`src/rtl/freqsel_ctrl.sv`:
```
// -----------------------------------------------------------------------------
// freqsel_ctrl
//
// Glitch-safe frequency select controller. A request for a new frequency index
// first gates the downstream clock (clk_en low), waits GATE_CYCLES, moves the
// mux select, waits SETTLE_CYCLES for the mux output to settle, then re-enables
// the clock and pulses done. Requests for the current index, or for an illegal
// index (6..7), complete immediately with a done pulse (plus err if illegal).
//
// Handshake: a request is accepted on a rising edge where req_valid && req_ready.
// req_ready is high only in IDLE. The requester must hold req_valid/req_sel
// stable until accepted; requests seen while busy are dropped, not queued.
//
// Optional feature: define FREQSEL_CTRL_CNT_EN to add the switch_cnt output,
// a saturating count of completed frequency switches.
//
// Parameters:
//   GATE_CYCLES   (1..255) cycles clk_en is low before freq_sel changes
//   SETTLE_CYCLES (1..255) cycles after the freq_sel change before clk_en rises
//
// Ports:
//   clk         in   system clock, rising edge
//   rst_n       in   synchronous active-low reset
//   req_valid   in   request presented
//   req_sel[2:0]in   requested frequency index (0..5 legal)
//   req_ready   out  controller idle, request may be accepted
//   freq_sel    out  registered downstream mux select
//   clk_en      out  registered clock gate enable (1 = clock passed)
//   busy        out  switch sequence in progress
//   done        out  one-cycle pulse on request completion
//   err         out  one-cycle pulse when an illegal index is accepted
//   switch_cnt  out  completed-switch count (FREQSEL_CTRL_CNT_EN only)
//   state_dbg   out  current FSM state (0 IDLE, 1 GATE, 2 SETTLE)
// -----------------------------------------------------------------------------
module freqsel_ctrl #(
   parameter int unsigned GATE_CYCLES   = 4,
   parameter int unsigned SETTLE_CYCLES = 16
) (
   input  logic       clk,
   input  logic       rst_n,
   input  logic       req_valid,
   input  logic [2:0] req_sel,
   output logic       req_ready,
   output logic [2:0] freq_sel,
   output logic       clk_en,
   output logic       busy,
   output logic       done,
   output logic       err,
`ifdef FREQSEL_CTRL_CNT_EN
   output logic [7:0] switch_cnt,
`endif
   output logic [1:0] state_dbg
);

   typedef enum logic [1:0] {
      IDLE   = 2'd0,
      GATE   = 2'd1,
      SETTLE = 2'd2
   } state_t;

   // The counter is loaded with (length - 1) on state entry and counts down;
   // the state ends on the edge where it reads zero, so it never wraps.
   localparam logic [7:0] GATE_LOAD   = 8'(GATE_CYCLES - 1);
   localparam logic [7:0] SETTLE_LOAD = 8'(SETTLE_CYCLES - 1);
   localparam logic [2:0] MAX_SEL     = 3'd5;

   state_t     state;
   logic [7:0] cnt;
   logic [2:0] target;

   assign req_ready = (state == IDLE);
   assign busy      = (state != IDLE);
   assign state_dbg = state;

   always_ff @(posedge clk) begin
      if (!rst_n) begin
         state    <= IDLE;
         freq_sel <= 3'd0;
         clk_en   <= 1'b1;
         done     <= 1'b0;
         err      <= 1'b0;
         cnt      <= 8'd0;
         target   <= 3'd0;
`ifdef FREQSEL_CTRL_CNT_EN
         switch_cnt <= 8'd0;
`endif
      end else begin
         // done/err are single-cycle pulses unless set below.
         done <= 1'b0;
         err  <= 1'b0;
         case (state)
            IDLE: begin
               if (req_valid) begin
                  if (req_sel > MAX_SEL) begin
                     err  <= 1'b1;
                     done <= 1'b1;
                  end else if (req_sel == freq_sel) begin
                     done <= 1'b1;
                  end else begin
                     target <= req_sel;
                     clk_en <= 1'b0;
                     cnt    <= GATE_LOAD;
                     state  <= GATE;
                  end
               end
            end
            GATE: begin
               // clk_en has been low for the whole gate window, so the
               // select may move here without producing a runt pulse.
               if (cnt == 8'd0) begin
                  freq_sel <= target;
                  cnt      <= SETTLE_LOAD;
                  state    <= SETTLE;
               end else begin
                  cnt <= cnt - 8'd1;
               end
            end
            SETTLE: begin
               if (cnt == 8'd0) begin
                  clk_en <= 1'b1;
                  done   <= 1'b1;
                  cnt    <= 8'd0;
                  state  <= IDLE;
`ifdef FREQSEL_CTRL_CNT_EN
                  if (switch_cnt != 8'hFF) begin
                     switch_cnt <= switch_cnt + 8'd1;
                  end
`endif
               end else begin
                  cnt <= cnt - 8'd1;
               end
            end
            default: begin
               state <= IDLE;
               cnt   <= 8'd0;
            end
         endcase
      end
   end

endmodule
```
`config.mk`:
```
export PLATFORM = sky130hd
export DESIGN_NAME = freqsel_ctrl
export DESIGN_NICKNAME = d
export VERILOG_FILES = /design/src/rtl/freqsel_ctrl.sv
export SDC_FILE = /design/constraint.sdc
export NUM_CORES = 1
export LEC_CHECK = 0
export CAP_MARGIN = 40
export CORE_MARGIN = 8
export CORE_UTILIZATION = 50
export CTS_CLUSTER_DIAMETER = 60
export DETAILED_ROUTE_END_ITERATION = 10
export PLACE_DENSITY = 0.76
export SYNTH_ARGS = -nofsm -noshare
export SYNTH_HDL_FRONTEND = slang
export SYNTH_SLANG_ARGS = --single-unit
```
`constraint.sdc`:
```
create_clock -name clk -period 3.65 [get_ports clk]
set_input_delay 0.5475 -clock clk [delete_from_list [all_inputs] [get_ports clk]]
set_output_delay 0.5475 -clock clk [all_outputs]
set_load 0.01 [all_outputs]
```
==> results.md <==
- Worst slack, placed: 1260 ps
- Non-Filler Instances: 157
- Port Buffers: 15
- DR vias/cell: 5.65
- Post-layout minimum cycle time: 2180 ps
- Synth area leader: dfxtp_1
- First-pass GRT wire length: 3820 µm
- Max-Cap Viols: 0
- Syn_area_per_cell: 8.54 µm²
- CTS tree: built
- Fmax: 458 MHz
- Sink Count: 19
- Ys async rst share: 0
- R2R Path Start: state_dbg[0]
- Area contributors post-synth: dfxtp_1, nand2_1, a21oi_1
- Die height: 60.1 µm
- Max rail drop VDD: 441 µV
- Crit path from: state_dbg[0]
- Final hold violation count: 0
- 1st-iter DRT viols: 21
- Reg clk slew, reported paths: 110 ps
- CTS HTree Levels: 1
- Hold path start: cnt[7]
- Post-route setup TNS: 0 ps
- Hold Crit Class: flip-flop to flip-flop
- Status: complete, no violations
- Leak Pwr: 0.421 nW
- Via Count: 887
- Post-CTS sizing: 0
- Root Buffer: clkbuf_4
- FILL cells: 168
- Largest net degree at the start of global routing: 16
- Final Max Slew Viols: 0
- Initial antenna violation count: 0
- Share of the synthesized area in the top cell type: 0.391
- Antenna-violating nets left: 0
- # diodes: 0
- Register-to-register setup slack: 1810 ps
- Drt first pass iters: 5
- Area of the multi-input gates: 557 µm²
- Synth unique cells: 41
- Reg2Reg Depth: 5
- Commonest non-fill, non-tap cells in the layout: dfxtp_1, nand2_1, clkdlybuf4s50_1
- Crit path arrival time: 1640 ps
- Clk_skew: 8.19 ps
- I/O Pins: 16
- Post-synth EDFFs: 0
- Worst path cell trace: or2_1, inv_2, clkdlybuf4s50_1
- Setup violators final: 0
- Post-CTS setup buffers: 0
- FF/Latch Area: 380 µm²
- Fin worst setup slack: 1470 ps
- Worst setup endpoint: req_ready
- Critical path required time: 3100 ps
- Routed WL: 2180 µm
- Post-DP HPWL: 1600 µm
- # DRC: 0
- RSZ-0062 raised after global routing: false
- CP max stage delay: 550 ps
- Worst Tran Pin Value: 512 ps
- DR WL/cell: 13.9 µm
- CP startpoint kind: flip-flop
- Synth Instances: 114
- Post-synth top flop: dfxtp_1
- GP Congestion: 0.782
- Maximum clock path buffer count: 2
- Vias in the first global route: 892
- CTS Hold Bufs: 0
- Net Count, Synth: 122
- CP Capture Type: output port
- Rows: 16
- Die area: 3620 µm²
- Max_slew headroom: 0.658
- Worst-Skew Late Latency: 300 ps
- Die Width: 60.1 µm
- Initial core utilization: 0.512
- Tot GR Track Use: 0.136
- Pwr Density: 581 nW/µm²
- Synthesis-stage register bit count: 19
- Worst reg2reg path endpoint: cnt[7]
- Inst Count DP: 153
- Sequential cell area fraction in the yosys report: 0.391
- Grt total ovfl: 0
- Nets@finish: 139
- Slowest cell on crit path: clkdlybuf4s50_1
- Mapped cell area: 973 µm²
- Commonest non-fill, non-tap cell in the layout: dfxtp_1
- CP max FO: 7
- Proportion of layout cells with a drive suffix above 1: 0.115
- Area grow syn2layout: 19.9%
- CTS Buf Count: 3
- Synth warnings: 0
- Final period utilization: 0.598
- Final Core Density: 0.614
- CP Class: flip-flop to output port
- Total core area: 1900 µm²
[cell usage after synthesis, types with 2 or more instances]
| master | number |
|---|---|
| dfxtp_1 | 19 |
| nand2_1 | 16 |
| nor2_1 | 12 |
| a21oi_1 | 10 |
| inv_1 | 4 |
| nand3_1 | 4 |
| nor3_1 | 4 |
| a311oi_1 | 3 |
| a31oi_1 | 3 |
| mux2i_1 | 3 |
| o21ai_1 | 3 |
| ha_1 | 2 |
| nor2_2 | 2 |
| nor2b_1 | 2 |
[worst max-delay path, delay by kind of cell, from the launching register on]
| kind | cells | cell delay (ps) |
|---|---|---|
| buffers and inverters | 2 | 670 |
| and+or+nand+nor | 1 | 290 |
| DFF | 1 | 380 |
[layer usage]
metal | global-route usage | wire length (µm)
met4 | 0.0306 | 16
met3 | 0.0473 | 94
met5 | 0 | 0
met2 | 0.232 | 1020
met1 | 0.157 | 1050
[flip-flops by register name (all words and copies together) (netlist names)]
signal,cells
clk_en,1
err,1
state_dbg,2
cnt,8
target,3
freq_sel,3
done,1
[area by class of cell]
type,instances,area share
clock buffers,3,0.0193
clock inverters,1,0.00429
inverters,5,0.0161
multi-input cells,87,0.477
flip-flops and latches,19,0.326
well taps,27,0.0289
repair buffers,15,0.129
[through the flow]
stage / total power (W) / hold slack, ps / area (µm²)
final: 0.000678 / 493 / 1170
after global routing: 0.000729 / 514 / 1170
after CTS: 0.000679 / 484 / 1170
after detailed placement: 0.000571 / 473 / 1140
after global placement: 0.000567 / 462 / 1140
after floorplan: 0.000493 / 443 / 973
[how the worst min path moves through the flow]
stage	depth (start not counted)	to	slack [ps]
floorplan	2	freq_sel[2]	440
global placement	2	freq_sel[0]	460
detailed placement	2	freq_sel[0]	470
CTS	2	freq_sel[0]	480
global route	1	cnt[7]	510
finish	1	cnt[7]	490
[kinds of logic (layout without fill, tap and decap cells)]
family / count (synthesis) / after routing / synth area share
compound gates: 31 / 31 / 0.231
xor+xnor: 1 / 1 / 0.0167
fa+ha+maj: 2 / 2 / 0.0257
buf+inv: 8 / 24 / 0.0373
flops: 19 / 19 / 0.391
mux: 4 / 4 / 0.0424
simple gates: 49 / 49 / 0.256
[power breakdown]
| part | internal, W | total (W) | switching (W) |
|---|---|---|---|
| combinational | 0.000120 | 0.000296 | 0.000176 |
| clock | 0.0000408 | 0.000106 | 0.0000655 |
| sequential | 0.000240 | 0.000276 | 0.0000354 |
No activity file was read; power rests on OpenSTA's default activity.
